### src/rtl/ifetch_unit.sv
// Instruction fetch front end: walks the PC through imemory, buffers up to two
// fetched words and hands {pc, instr} to decode, with redirect and fault handling.
//
// state | meaning
// RUN   | fetching permitted; misaligned or out-of-range PC moves to FAULT
// FAULT | no new fetches; buffered entries drain; left only by redirect or reset
module ifetch_unit #(
  parameter logic [31:0] RESET_PC   = 32'h0000_0000,
  parameter int unsigned IMEM_BYTES = 4096
) (
  input  logic        clock,
  input  logic        reset_n,
  output logic [31:0] imem_address,
  output logic        imem_read_write,
  output logic [31:0] imem_data_in,
  input  logic [31:0] imem_data_out,
  input  logic        fetch_enable,
  input  logic        redirect_valid,
  input  logic [31:0] redirect_pc,
  input  logic        id_ready,
  output logic        id_valid,
  output logic [31:0] id_pc,
  output logic [31:0] id_instr,
  output logic        fetch_fault,
  output logic [31:0] fault_pc
);

  typedef enum logic {RUN, FAULT} state_t;

  localparam logic [31:0] LAST_WORD = 32'(IMEM_BYTES - 4);

  state_t      state_q, state_d;
  logic [31:0] pc_q, pc_d;
  logic [1:0]  count_q, count_d;
  logic        head_q, head_d;
  logic [31:0] fault_pc_q, fault_pc_d;
  logic [31:0] buf_pc_q    [2];
  logic [31:0] buf_instr_q [2];
  logic        push, deq, pc_ok, tail;

  assign pc_ok = (pc_q[1:0] == 2'b00) && (pc_q <= LAST_WORD);
  assign deq   = id_valid && id_ready;
  // count 0/1/2 maps to head, head+1, head (slot freed by a same-cycle dequeue)
  assign tail  = head_q ^ count_q[0];

  always_comb begin
    state_d    = state_q;
    pc_d       = pc_q;
    count_d    = count_q;
    head_d     = head_q;
    fault_pc_d = fault_pc_q;
    push       = 1'b0;
    if (redirect_valid) begin
      state_d    = RUN;
      pc_d       = redirect_pc;
      count_d    = 2'd0;
      fault_pc_d = 32'd0;
    end else begin
      if (state_q == RUN && fetch_enable) begin
        if (!pc_ok) begin
          state_d    = FAULT;
          fault_pc_d = pc_q;
        end else if (count_q < 2'd2 || deq) begin
          push = 1'b1;
          pc_d = pc_q + 32'd4;
        end
      end
      case ({push, deq})
        2'b10:   count_d = count_q + 2'd1;
        2'b01:   count_d = count_q - 2'd1;
        default: count_d = count_q;
      endcase
      if (deq) head_d = ~head_q;
    end
  end

  always_ff @(posedge clock) begin
    if (!reset_n) begin
      state_q    <= RUN;
      pc_q       <= RESET_PC;
      count_q    <= 2'd0;
      head_q     <= 1'b0;
      fault_pc_q <= 32'd0;
    end else begin
      state_q    <= state_d;
      pc_q       <= pc_d;
      count_q    <= count_d;
      head_q     <= head_d;
      fault_pc_q <= fault_pc_d;
    end
  end

  // Buffer storage needs no reset: outputs are gated by id_valid.
  always_ff @(posedge clock) begin
    if (reset_n && push) begin
      buf_pc_q[tail]    <= pc_q;
      buf_instr_q[tail] <= imem_data_out;
    end
  end

  assign imem_address    = pc_q;
  assign imem_read_write = 1'b0;
  assign imem_data_in    = 32'd0;
  assign id_valid        = (count_q != 2'd0);
  assign id_pc           = id_valid ? buf_pc_q[head_q] : 32'd0;
  assign id_instr        = id_valid ? buf_instr_q[head_q] : 32'd0;
  assign fetch_fault     = (state_q == FAULT);
  assign fault_pc        = fault_pc_q;

endmodule

### config.mk
export PLATFORM = sky130hd
export DESIGN_NAME = ifetch_unit
export DESIGN_NICKNAME = d
export VERILOG_FILES = /design/src/rtl/ifetch_unit.sv
export SDC_FILE = /design/constraint.sdc
export NUM_CORES = 1
export LEC_CHECK = 0
export CORE_MARGIN = 4
export CORE_UTILIZATION = 51
export CTS_CLUSTER_DIAMETER = 40
export DETAILED_ROUTE_END_ITERATION = 10
export PLACE_DENSITY_LB_ADDON = 0.15
export SYNTH_ARGS = -nofsm -noshare
export SYNTH_HDL_FRONTEND = slang
export SYNTH_SLANG_ARGS = --single-unit
### constraint.sdc
create_clock -name clock -period 20 [get_ports clock]
set_clock_uncertainty 0.15 [all_clocks]
set_input_delay 5 -clock clock [delete_from_list [all_inputs] [get_ports clock]]
set_output_delay 5 -clock clock [all_outputs]
set_load 0.005 [all_outputs]
==> results of run 1 <==
[placed cells by master (no fill, tap or decap), drive strengths merged, types with 8 or more instances in the layout]
master | Yosys | routed
clkdlybuf4s50 | 0 | 197
mux2i | 86 | 86
dfxtp | 69 | 69
nand3 | 8 | 8
o21ai | 15 | 15
edfxtp | 128 | 128
nand2 | 72 | 72
nor2b | 22 | 22
conb | 1 | 33
clkbuf | 17 | 21
nor4 | 11 | 11
nor2 | 74 | 74
a21oi | 36 | 36
[registers in the layout, indices dropped and copies added, names as in the netlist, named ones only]
register and cells:
buf_instr_q 64, buf_pc_q 64, fault_pc 32, imem_address 32, count_q 2, fetch_fault 1, head_q 1
[cells in the mapped netlist, drive strengths merged]
master / number / area share
o21a: 1 / 0.00093
and2b: 1 / 0.00093
o211ai: 1 / 0.00093
nor2b: 22 / 0.017
buf: 48 / 0.041
conb: 1 / 0.00047
o21ai: 15 / 0.011
inv: 4 / 0.0019
a211o: 3 / 0.0033
nor4: 11 / 0.021
mux2i: 86 / 0.11
nor3b: 1 / 0.0016
clkbuf: 17 / 0.0079
nand3: 8 / 0.0050
or4: 1 / 0.0014
xnor2: 5 / 0.0054
xor2: 4 / 0.0044
and4: 1 / 0.0011
nor2: 74 / 0.035
nand4: 4 / 0.0050
or3: 1 / 0.00078
nor3: 6 / 0.0044
nand2b: 1 / 0.00078
and3: 3 / 0.0023
edfxtp: 128 / 0.48
and2: 3 / 0.0023
ha: 2 / 0.0031
a21oi: 36 / 0.028
dfxtp: 69 / 0.17
o211a: 1 / 0.0012
nand2: 72 / 0.036
a211oi: 1 / 0.00093
[logic make-up after synthesis]
group,after synthesis
flip-flops,197
adder cells (fa/ha/maj),2
AO/OA/AOI/OAI,58
XOR/XNOR,9
AND/OR/NAND/NOR,209
other,1
buffers and inverters,69
multiplexers,86
[through the flow]
step / hold slack, ns / utilization / cell area (µm²) / setup WS (ns) / power, W
final: 0.311 / 0.699 / 10700 / 12.36 / 0.000851
after floorplan: 0.303 / - / 8170 / 8.92 / 0.000485
after global routing: 0.326 / 0.699 / 10700 / 12.24 / 0.000880
after global placement: 0.295 / 0.658 / 10100 / 12.01 / 0.000512
after detailed placement: 0.302 / 0.658 / 10100 / 11.93 / 0.000513
after CTS: 0.314 / 0.699 / 10700 / 12.35 / 0.000856
[cell type report]
type	instances	area [µm²]	share of cell area
Tap cell	211	264	0.0247
Sequential cell	197	5230	0.489
Clock buffer	21	503	0.0470
Inverter	4	15.0	0.00140
Clock inverter	11	116	0.0109
Multi-Input combinational cell	397	2550	0.239
Timing Repair Buffer	204	2020	0.189
[power breakdown]
group	total, W	internal, W	leakage [nW]	switching [W]
Combinational	0.0000561	0.0000303	1.58	0.0000258
Sequential	0.000449	0.000438	1.72	0.0000102
Clock	0.000346	0.000206	0.310	0.000140
Total	0.000851	0.000674	3.61	0.000176
[worst paths after layout]
| check | startpoint | to | depth (start not counted) |
|---|---|---|---|
| min reg2reg | fault_pc[15]$_SDFFE_PP0P_ | fault_pc[15]$_SDFFE_PP0P_ | 2 |
| min | fault_pc[15]$_SDFFE_PP0P_ | fault_pc[15]$_SDFFE_PP0P_ | 2 |
| max reg2reg | imem_address[21]$_SDFFE_PN0P_ | buf_pc_q[0][9]$_DFFE_PP_ | 5 |
| max | fetch_enable | buf_pc_q[0][9]$_DFFE_PP_ | 6 |
[worst register-to-register path, stage by stage (launching register included)]
cell	delay, ns
dfxtp_1	0.41
nor4_4	0.37
nand2_4	0.18
or4_4	0.59
nor3_2	0.20
buf_4	0.70
[layer usage]
metal  track usage  vias up  wire, µm  share of wire
met1         0.259     2515      7760           0.43
met4        0.0686        0       255          0.014
met2         0.348      179      8920           0.49
li1              -     2541         -              -
met5             0        -         0              0
met3        0.0544       18      1210          0.067
==> flow_summary.json, run 1 <==
{
  "run_status": "completed",
  "finalHoldViolCount": 0,
  "synth.area.mux_share": 0.107,
  "cts_resized": 0,
  "place_hpwl_um": 12400,
  "wire_per_inst_um": 17.4,
  "crit_path_end_kind": "register",
  "clock_path_buffers": 2,
  "routed_via_density": 5.03,
  "crit_required_ns": 19.89,
  "synthSimpleGateAreaFrac": 0.134,
  "rows": 45,
  "fin_setup_tns_ns": 0,
  "h-tree-depth": 4,
  "crit_type": "input pin to register",
  "fp.dieW_um": 134,
  "path_clk_slew_ns": 0.06,
  "cts_sinks": 197,
  "track_usage": 0.206,
  "synthXorXnorAreaFrac": 0.00979,
  "antenna_found_initial": 0,
  "drv_cap": 0,
  "finalSetupViolCount": 0,
  "crit_fanout": 64,
  "yosysSeqAreaShare": 0.649,
  "drc_errors": 0,
  "detail-route-antenna-nets": 0,
  "instances_no_fill": 1045,
  "power.leakage_nw": 3.61,
  "worstMarginPinSlew_ns": 1.13,
  "die_area_um2": 17900,
  "grt_pass1_wl_um": 28800,
  "fin_crit_sh": 0.382,
  "cts_made_buffers": 17,
  "syn-cell-area_um2": 8050,
  "antenna_cells": 0,
  "post-cts-setup-buffers": 0,
  "synth-compound-area-share": 0.0455,
  "power_density_nw_per_um2": 79.5,
  "cp_num_buf_inv": 2,
  "syn2layout_area_growth_pct": 33.0,
  "core_um2": 15300,
  "die_h_um": 134,
  "grt_pass1_vias": 5376,
  "fill_cells": 1114,
  "totalWireLength_um": 18200,
  "drtIter0Drc": 339,
  "final_layout_size_suffix_gt1_frac": 0.0875,
  "peakVddDrop_v": 0.0000579,
  "cp_slowest_cell": "buf_4",
  "final_net_count": 892,
  "r2r_slack_ns": 16.94,
  "vias": 5253,
  "postCtsHoldBufs": 0,
  "grt_max_degree": 65,
  "rsz0062_at_grt": "false",
  "cp.arrival_ns": 7.54,
  "fmax_mhz": 131,
  "yosysWarnings": 0,
  "critPathLaunchType": "input pin",
  "io_buffers": 198,
  "synth_cell_type_count": 44,
  "start_util": 0.526,
  "cts_tree": "yes",
  "synth_top_family_by_area": "simple AND/OR/NAND/NOR gates",
  "insertion_delay_ns": 0.42,
  "syn-instance-count": 631,
  "hp-class": "register to register",
  "root_buffer": "clkbuf_16",
  "io_pins": 232,
  "cp_cell_sequence": "clkdlybuf4s50_1 -> and2b_1 -> o21ai_1 -> or4_4 -> nor3_2 -> buf_4",
  "dp_cells": 1013,
  "synth_area_per_cell_um2": 12.8,
  "max_stage_delay_ns": 0.70,
  "slew_viol_final": 0,
  "synth_fa_ha_area_frac": 0.00311,
  "firstDrtPassIters": 4,
  "yosys_register_bits": 197,
  "gp_congestion": 0.852,
  "gr-total-overflow": 0,
  "period_needed_ns": 7.64,
  "slew_headroom": 0.248,
  "cp_top_family": "buffers and inverters"
}
Note: power is estimated with default switching activity, not from simulation.
==> run 2: changes to the inputs <==
--- a/config.mk
+++ b/config.mk
@@ -6,7 +6,7 @@
 export NUM_CORES = 1
 export LEC_CHECK = 0
 export CORE_MARGIN = 4
-export CORE_UTILIZATION = 51
+export CORE_UTILIZATION = 48
 export CTS_CLUSTER_DIAMETER = 40
 export DETAILED_ROUTE_END_ITERATION = 10
 export PLACE_DENSITY_LB_ADDON = 0.15
==> constraint.sdc (replaced) <==
create_clock -name clock -period 7.3 [get_ports clock]
set_clock_uncertainty 0.15 [all_clocks]
set_input_delay 1.825 -clock clock [delete_from_list [all_inputs] [get_ports clock]]
set_output_delay 1.825 -clock clock [all_outputs]
set_load 0.005 [all_outputs]
==> run 2 against run 1 <==
  * Die area increased by 5.9%
  * Non-clock buffer count increased by 1
  * Critical path type is now register to output pin
  * First-iteration DRC count decreased by 24%
  * Clock power increased to 2.7 times the previous value
  * Sequential share of layout area unchanged
  * Wire length increased by 0.66%
  * Worst setup slack got worse by 9.5 ns
  * Largest cell class unchanged
  * Total power increased to 2.7 times the previous value
  * Utilization decreased by 5.1 points
==> flow_summary.json, run 2 (synthesis gave the netlist of run 1 again) <==
{
  "track_usage": 0.195,
  "post-cts-setup-buffers": 0,
  "h-tree-depth": 4,
  "cts_tree": "yes",
  "critPathLaunchType": "register",
  "place_hpwl_um": 12300,
  "crit_required_ns": 5.33,
  "cts_sinks": 197,
  "finalHoldViolCount": 0,
  "detail-route-antenna-nets": 0,
  "vias": 5283,
  "root_buffer": "clkbuf_16",
  "io_buffers": 198,
  "grt_pass1_wl_um": 28100,
  "finalWorstSetupSlack_ns": 2.87,
  "antenna_found_initial": 0,
  "final_common_cell": "clkdlybuf4s50_1",
  "path_clk_slew_ns": 0.06,
  "drv_cap": 0,
  "io_pins": 232,
  "firstDrtPassIters": 5,
  "hp-class": "register to register",
  "dp_slack_ns": 2.63,
  "peakVddDrop_v": 0.000152,
  "final_cell_mix": "clkdlybuf4s50_1, edfxtp_1, mux2i_1",
  "wire_per_inst_um": 17.3,
  "dp_cells": 1023,
  "cts_resized": 0,
  "finalSetupViolCount": 0,
  "antenna_cells": 0,
  "final_net_count": 893,
  "totalWireLength_um": 18300,
  "die_area_um2": 18900,
  "grt_max_degree": 65,
  "slew_viol_final": 0,
  "cp.arrival_ns": 2.46,
  "routed_via_density": 5.01,
  "fp.dieW_um": 137,
  "worstMarginPinSlew_ns": 1.18,
  "crit_fanout": 64,
  "cts_made_buffers": 17,
  "hold_ws_ns": 0.308,
  "fmax_mhz": 226,
  "fill_cells": 1237,
  "die_h_um": 137,
  "postCtsHoldBufs": 0,
  "fin_setup_tns_ns": 0,
  "core_um2": 16500,
  "rsz0062_at_grt": "false",
  "insertion_delay_ns": 0.42,
  "period_needed_ns": 4.43,
  "instances_no_fill": 1054,
  "final_layout_size_suffix_gt1_frac": 0.0815,
  "run_status": "completed",
  "power.leakage_nw": 3.59,
  "slew_headroom": 0.213,
  "crit_type": "register to output pin",
  "grt_pass1_vias": 5186,
  "fin_crit_sh": 0.607,
  "rows": 47,
  "clock_path_buffers": 2,
  "largestRegisters": "buf_instr_q (64), buf_pc_q (64)",
  "power.total_w": 0.00233,
  "syn2layout_area_growth_pct": 33.0,
  "start_util": 0.487,
  "crit_path_end_kind": "output pin",
  "drc_errors": 0,
  "gr-total-overflow": 0,
  "power_density_nw_per_um2": 218,
  "gp_congestion": 0.758,
  "drtIter0Drc": 258
}
## run 2: final timing paths
kind                                               startpoint                         to  slack, ns  depth (start not counted)
worst min register to register      fault_pc[23]$_SDFFE_PP0P_  fault_pc[23]$_SDFFE_PP0P_       0.31                          2
worst min-delay path                fault_pc[23]$_SDFFE_PP0P_  fault_pc[23]$_SDFFE_PP0P_       0.31                          2
worst max register to register  imem_address[21]$_SDFFE_PN0P_   buf_pc_q[0][7]$_DFFE_PP_       4.46                          5
worst max-delay path                                 register                  id_pc[22]       2.87                          3
## run 2: worst max-delay path, stage by stage, from the launching register on
cell and delay [ns]:
dfxtp_4 1.10, mux2i_1 0.17, nor2_1 0.20, clkdlybuf4s50_1 0.54
## run 2: final cells by class
type | count | area [µm²] | area share
Clock buffer | 19 | 433 | 0.0404
Clock inverter | 12 | 161 | 0.0151
Inverter | 4 | 15.0 | 0.00140
Multi-Input combinational cell | 397 | 2560 | 0.239
Sequential cell | 197 | 5230 | 0.489
Tap cell | 220 | 275 | 0.0257
Timing Repair Buffer | 205 | 2030 | 0.190
## run 2: per-stage QoR
step           utilization  area (µm²)
6_report             0.648       10700
5_1_grt              0.648       10700
4_1_cts              0.648       10700
3_5_place_dp         0.612       10100
3_3_place_gp         0.612       10100
2_1_floorplan            -        8170
## run 2: report_power, final
part / switching [W] / internal (W) / leakage (nW)
logic: 0.0000723 / 0.0000831 / 1.58
registers: 0.0000278 / 0.00120 / 1.72
clock network: 0.000378 / 0.000566 / 0.285
total: 0.000478 / 0.00185 / 3.59
## run 2: layer usage
metal  wire length, µm  track usage  up-vias
li1                  -            -     2543
met1              7910        0.256     2548
met2              8870        0.316      171
met3              1180       0.0486       21
met4               317       0.0665        0
met5                 0            0        -
==> run 3: changes to the inputs <==
==> constraint.sdc (replaced) <==
create_clock -name clock -period 4.1 [get_ports clock]
set_clock_uncertainty 0.15 [all_clocks]
set_input_delay 1.025 -clock clock [delete_from_list [all_inputs] [get_ports clock]]
set_output_delay 1.025 -clock clock [all_outputs]
set_load 0.005 [all_outputs]
==> run 3 against run 2 <==
  * Sequential cell count did not move
  * Sequential power is 78% higher
  * Die area is the same
  * Worst setup slack worse by 2.2 ns
  * Final cell count increased by 0.38%
  * Critical path depth is 1 higher
  * First-iteration DRC count up 17%
  * Via count rose by 0.23%
  * Wire length increased by 3.9%
  * Total power rose by 79%
  * Hold slack improved by 0.0016 ns
  * Sequential share of layout area down 0.38 points
  * Highest routed layer unchanged
==> flow_summary.json, run 3 (synthesis gave the netlist of run 1 again) <==
{
  "cp.arrival_ns": 2.28,
  "io_buffers": 198,
  "rows": 47,
  "peakVddDrop_v": 0.000269,
  "switching_share": 0.211,
  "multi_input_area_um2": 2570,
  "die_area_um2": 18900,
  "cts_sinks": 197,
  "register_area_um2": 5230,
  "met2_usage": 0.327,
  "antenna_found_initial": 0,
  "cts_made_buffers": 17,
  "firstDrtPassIters": 4,
  "hold_ws_ns": 0.310,
  "drc_errors": 0,
  "grt_busiest_layer": "met2",
  "final_common_cell": "clkdlybuf4s50_1",
  "core_um2": 16500,
  "finalHoldViolCount": 0,
  "antenna_cells": 0,
  "power_frac_clock": 0.407,
  "critPathLaunchType": "register",
  "power_density_nw_per_um2": 386,
  "root_buffer": "clkbuf_16",
  "postCtsHoldBufs": 0,
  "gp_congestion": 0.841,
  "drv_cap": 0,
  "power.leakage_nw": 3.63,
  "met3_usage": 0.0555,
  "rsz0062_at_grt": "false",
  "run_status": "completed",
  "p_int_w": 0.00328,
  "fin_crit_sh": 0.843,
  "p_switching_w": 0.000880,
  "routed_via_density": 5.00,
  "place_area_um2": 10200,
  "final_area_um2": 10800,
  "grt_use_met1": 0.264,
  "drtIter0Drc": 302,
  "cp_cell_sequence": "buf_12 -> mux2i_1 -> nor2_1 -> clkdlybuf4s50_1",
  "place_hpwl_um": 12800,
  "fmax_mhz": 289,
  "fill_cells": 1235,
  "seq_power_share": 0.525,
  "cts_tree": "yes",
  "post-cts-setup-buffers": 0,
  "cts_resized": 0,
  "detail-route-antenna-nets": 0,
  "crit_required_ns": 2.92,
  "io_pins": 232,
  "syn2layout_area_growth_pct": 34.0,
  "max_stage_delay_ns": 0.65,
  "worstMarginPinSlew_ns": 1.08,
  "largestRegisters": "buf_instr_q (64), buf_pc_q (64)",
  "cp_slowest_cell": "dfxtp_4",
  "fin_setup_tns_ns": 0,
  "hp-class": "register to register",
  "grt_max_degree": 56,
  "path_clk_slew_ns": 0.07,
  "insertion_delay_ns": 0.43,
  "clock_path_buffers": 2,
  "crit_path_end_kind": "output pin",
  "final_cell_mix": "clkdlybuf4s50_1, edfxtp_1, mux2i_1",
  "die_h_um": 137,
  "vias": 5295,
  "start_util": 0.487,
  "h-tree-depth": 4,
  "track_usage": 0.200,
  "crit_type": "register to output pin",
  "grt_pass1_wl_um": 28700,
  "instances_no_fill": 1058,
  "period_needed_ns": 3.46,
  "final_net_count": 896,
  "totalWireLength_um": 19000,
  "slew_headroom": 0.274,
  "gr-total-overflow": 0,
  "fp.dieW_um": 137,
  "slew_viol_final": 0,
  "crit_fanout": 40,
  "finalSetupViolCount": 0,
  "grt_pass1_vias": 5238,
  "dp_cells": 1026,
  "final_layout_size_suffix_gt1_frac": 0.0907,
  "wire_per_inst_um": 17.9,
  "comb_power_share": 0.067
}
## run 3: cell count changes in the layout (fill, tap and decap cells not counted)
cell        before  now
buf_12           0    3
clkinv_1         3    1
clkinv_4         0    2
clkinvlp_4       2    0
inv_6            0    2
and2b_1          1    0
and2b_2          0    1
bufinv_16        4    3
clkbuf_16       17   18
clkinv_2         3    4
o21ai_1          2    1
o21ai_4          1    2
## run 3: power by group through the flow
stage	Sequential, W	Clock [W]	Combinational (W)
floorplan	0.00222	0	0.000146
global placement	0.00223	0	0.000276
detailed placement	0.00223	0	0.000280
CTS	0.00219	0.00174	0.000282
global route	0.00219	0.00182	0.000303
finish	0.00219	0.00170	0.000279
## run 3: stage by stage
step	power (W)	util	setup WS [ns]
after floorplan	0.00237	-	0.0300
after global placement	0.00251	0.616	0.590
after detailed placement	0.00251	0.616	0.548
after CTS	0.00421	0.653	0.597
after global routing	0.00431	0.653	0.523
final	0.00416	0.653	0.644
## run 3: layer usage
metal,vias up,share of wire
met2,178,0.50
met3,18,0.070
met4,0,0.012
met5,-,0
met1,2559,0.42
li1,2540,-
## run 3: critical path: cells and delay by family (launching register included)
family,cells,cell delay (ns)
buf+inv,2,0.87
flops,1,0.65
simple gates,1,0.16
mux,1,0.14
## run 3: worst paths after layout
kind                                                     from                            to  slack [ns]  depth (start not counted)
worst min register to register      fault_pc[21]$_SDFFE_PP0P_     fault_pc[21]$_SDFFE_PP0P_        0.31                          2
worst max register to register  imem_address[21]$_SDFFE_PN0P_  buf_instr_q[1][19]$_DFFE_PP_        1.31                          5
worst max-delay path                                 register                      id_pc[2]        0.64                          4
worst min-delay path                fault_pc[21]$_SDFFE_PP0P_     fault_pc[21]$_SDFFE_PP0P_        0.31                          2
## run 3: cell type report
type	count	area share
Clock buffer	20	0.0424
Inverter	4	0.00139
Sequential cell	197	0.485
Clock inverter	12	0.0138
Multi-Input combinational cell	397	0.238
Tap cell	220	0.0255
Timing Repair Buffer	208	0.194
==> RTL edit 1 (flow settings as in run 3) <==
Set the parameter `IMEM_BYTES` to 3072 (it was 4096).
--- a/src/rtl/ifetch_unit.sv
+++ b/src/rtl/ifetch_unit.sv
@@ -6,7 +6,7 @@
 // FAULT | no new fetches; buffered entries drain; left only by redirect or reset
 module ifetch_unit #(
   parameter logic [31:0] RESET_PC   = 32'h0000_0000,
-  parameter int unsigned IMEM_BYTES = 4096
+  parameter int unsigned IMEM_BYTES = 3072
 ) (
   input  logic        clock,
   input  logic        reset_n,
Function: changed (Yosys sat finds a counterexample within 4 cycles, from zero or initial values and one cycle with reset_n low).
==> RTL edit 1 against run 3 <==
- combinational power decreased by 6%
- die area up 0.12%
- sequential share of layout area increased by 0.36 points
- wire length shrank 2.6%
- sequential power barely moved
- synthesized area increased by 0.12%
- sequential cell count stayed put
- first-iteration DRC count up 6.6%
- worst setup slack worse by 0.031 ns
- critical path depth did not move
- design area fell by 0.74%
- total power shrank 2.7%
- non-clock buffer count down 1
==> RTL edit 1: results (changes against run 3) <==
met2_usage_pct: 29.9  # -2.8 points
p_sw_uw: 823  # -6.5%
vias_per_cell: 5.04  # +0.62%
syn_area_per_cell_um2: 12.6  # -0.97%
outcome: "finished clean"
grt_max_degree: 66  # +18%
final-clk-cell-share_pct: 5.29  # -0.33 points
wl_met1_um: 8090  # +1.7%
placed_cells: 1028  # +0.19%
grt_use_met1_pct: 26.0  # -0.40 points
postPlaceCellArea_um2: 10100  # -0.39%
reg2reg_slack_ns: 1.09  # -0.22 ns
ir_worst_vdd_uv: 281  # +4.1%
met2WireLength_um: 8630  # -8.8%
maxSlewHeadroom_pct: 33.7  # +6.2 points
stdcell_count: 1060  # +0.19%
yosysUniqueCellTypes: 47  # +6.8%
multi_input_cells: 399  # +0.50%
preCtsSetupSlack_ns: 0.614  # +0.0669 ns
synth_area_leaders: "edfxtp_1 48%, dfxtp_1 17%, mux2i_1 15%, nor2_1 4.5%, nand2_1 3.3%"
rr_endpoint: "buf_instr_q[1][8]$_DFFE_PP_"
cp_top_family: "flip-flops"
synthAdderAreaFrac_pct: 0.311  # -0.00039 points
grtUsageMet3_pct: 5.84  # +0.29 points
grt_pass1_wl_um: 27900  # -3.0%
nets: 898  # +0.22%
layout.nonclk_buf_share_pct: 19.3  # -0.042 points
multi_input_area_um2: 2550  # -0.92%
cp_slowest_stage_delay_ns: 0.80  # +0.15 ns
r2r_start: "imem_address[18]$_SDFFE_PN0P_"
leakage_uw: 0.00368  # +1.2%
buffers: 207  # -0.48%
hpwlAfterDp_um: 12700  # -0.77%
layout-drive-gt1-share_pct: 5.48  # -3.6 points
## RTL edit 1: changes by cell type after synthesis, sizes merged, moves of 3 or more
cell	delta
a211oi	+3
a21oi	-32
buf	+5
mux2i	+33
nand3	-3
nor2	+22
nor2b	-19
o21ai	-5
xnor2	-3
## RTL edit 1: worst min-delay path by stage
stage                                   start                   endpoint  slack (ns)  cells past startpoint
finish              fault_pc[22]$_SDFFE_PP0P_  fault_pc[22]$_SDFFE_PP0P_        0.31                      2
global route        fault_pc[31]$_SDFFE_PP0P_  fault_pc[31]$_SDFFE_PP0P_        0.32                      2
CTS                 fault_pc[22]$_SDFFE_PP0P_  fault_pc[22]$_SDFFE_PP0P_        0.31                      2
detailed placement  fault_pc[10]$_SDFFE_PP0P_  fault_pc[10]$_SDFFE_PP0P_        0.30                      2
global placement    fault_pc[10]$_SDFFE_PP0P_  fault_pc[10]$_SDFFE_PP0P_        0.29                      2
floorplan            fault_pc[0]$_SDFFE_PP0P_   fault_pc[0]$_SDFFE_PP0P_        0.30                      2
==> RTL edit 2 (settings of run 3) <==
Without the edit above. Make the reset (`reset_n`) asynchronous in one clocked block.
--- a/src/rtl/ifetch_unit.sv
+++ b/src/rtl/ifetch_unit.sv
@@ -74,7 +74,7 @@
     end
   end
 
-  always_ff @(posedge clock) begin
+  always_ff @(posedge clock or negedge reset_n) begin
     if (!reset_n) begin
       state_q    <= RUN;
       pc_q       <= RESET_PC;
Behaviour: differs if reset_n is asserted again (counterexample within 4 cycles, from zero or initial values and one cycle with reset_n low); with reset_n held inactive, the same outputs for 4 cycles.
==> RTL edit 2 against run 3 <==
- synthesized cell count shrank 6.0%
- wire length shrank 1.2%
- worst setup slack gained 0.11 ns
- sequential cell count shrank 1
- synthesized area is essentially flat
- clock power shrank 8%
- core utilization shrank 0.17 points
- critical endpoint is now id_pc[9]
- design area shrank 0.25%
- total power grew 2.9%
==> RTL edit 2: results (changes against run 3) <==
post_drt_wl_per_cell_um: 18.3  # +2.1%
multi_input_cells: 359  # -9.6%
firstDrtPassIters: 5  # +1
hpwlAfterDp_um: 12900  # +0.24%
layout-drive-gt1-share_pct: 10.6  # +1.5 points
crit_path_max_fanout: 19  # -53%
r2r_start: "imem_address[23]$_DFFE_PN0P_"
multi_input_area_share_pct: 20.8  # -3.1 points
rr_endpoint: "buf_pc_q[1][10]$_DFFE_PP_"
grt_pass1_vias: 5174  # -1.2%
leakage_uw: 0.00389  # +7.2%
final-clk-cell-share_pct: 5.20  # -0.43 points
pg_comb_uw: 456  # +63%
layout.nonclk_buf_share_pct: 19.7  # +0.38 points
ir_worst_vdd_uv: 255  # -5.5%
seq_area_frac_synth_pct: 68.9  # +3.9 points
buffers: 213  # +2.4%
cp_slowest_stage_delay_ns: 0.55  # -0.10 ns
yosysUniqueCellTypes: 35  # -20%
powerClk_uw: 1570  # -8%
multi_input_area_um2: 2240  # -13%
arrival_ns: 2.17  # -0.11 ns
async_reset_ff_share_pct: 34.7  # +35 points
placed_cells: 992  # -3.3%
gp_congestion: 0.776  # -7.7%
p_sw_uw: 1010  # +15%
n_clock_buffer: 21  # +5.0%
grt_max_degree: 68  # +21%
tightest_slew_ns: 0.948  # -0.137 ns
fillers: 1225  # -0.81%
intPower_uw: 3270  # -0.34%
dieArea_um2: 18900  # about the same
worstHoldPathType: "in2async"
track_usage_pct: 19.8  # -0.26 points
syn_inst: 593  # -6.0%
nets: 861  # -3.9%
reg2reg_slack_ns: 1.16  # -0.15 ns
stdcell_count: 1024  # -3.2%
outcome: "finished clean"
## RTL edit 2: cell types whose count changed after synthesis, sizes merged, moves of 4 or more
cell,before,now
nor3,6,2
nand3,8,3
dfrtp,0,68
nor2b,22,1
xnor2,5,12
mux2,0,23
mux2i,86,64
nand2,72,80
dfxtp,69,0
nor2,74,70
## RTL edit 2: kinds of logic after synthesis
kind of cell | after synthesis | synth area share, %
buf+inv | 70 | 5.28
other cells | 1 | 0.0466
simple gates | 177 | 9.88
mux | 87 | 11.2
flops | 196 | 68.9
fa+ha+maj | 1 | 0.155
compound gates | 48 | 3.20
xor+xnor | 13 | 1.41
## RTL edit 2: routing by layer
metal | wire length [um] | vias to the layer above | track usage (%)
li1 | - | 2414 | -
met1 | 7860 | 2527 | 25.9
met2 | 9160 | 195 | 32.0
met3 | 1560 | 18 | 6.39
met4 | 168 | 0 | 5.16
met5 | 0 | - | 0
## RTL edit 2: stage by stage
step	hold WS (ns)	setup slack [ns]	setup TNS, ns
5_1_grt	0.220	0.678	0
4_1_cts	0.219	0.735	0
3_3_place_gp	0.361	0.747	0
2_1_floorplan	0.363	-0.329	-21.05
3_5_place_dp	0.367	0.684	0
6_report	0.240	0.756	0
## RTL edit 2: worst max-delay path by stage
stage / slack, ns / endpoint / cells after the start
6_report: 0.76 / id_pc[9] / 4
5_1_grt: 0.68 / id_pc[9] / 4
4_1_cts: 0.73 / id_pc[9] / 4
3_5_place_dp: 0.68 / buf_pc_q[1][10]$_DFFE_PP_ / 6
3_3_place_gp: 0.75 / buf_pc_q[1][10]$_DFFE_PP_ / 6
2_1_floorplan: -0.33 / buf_instr_q[1][0]$_DFFE_PP_ / 5
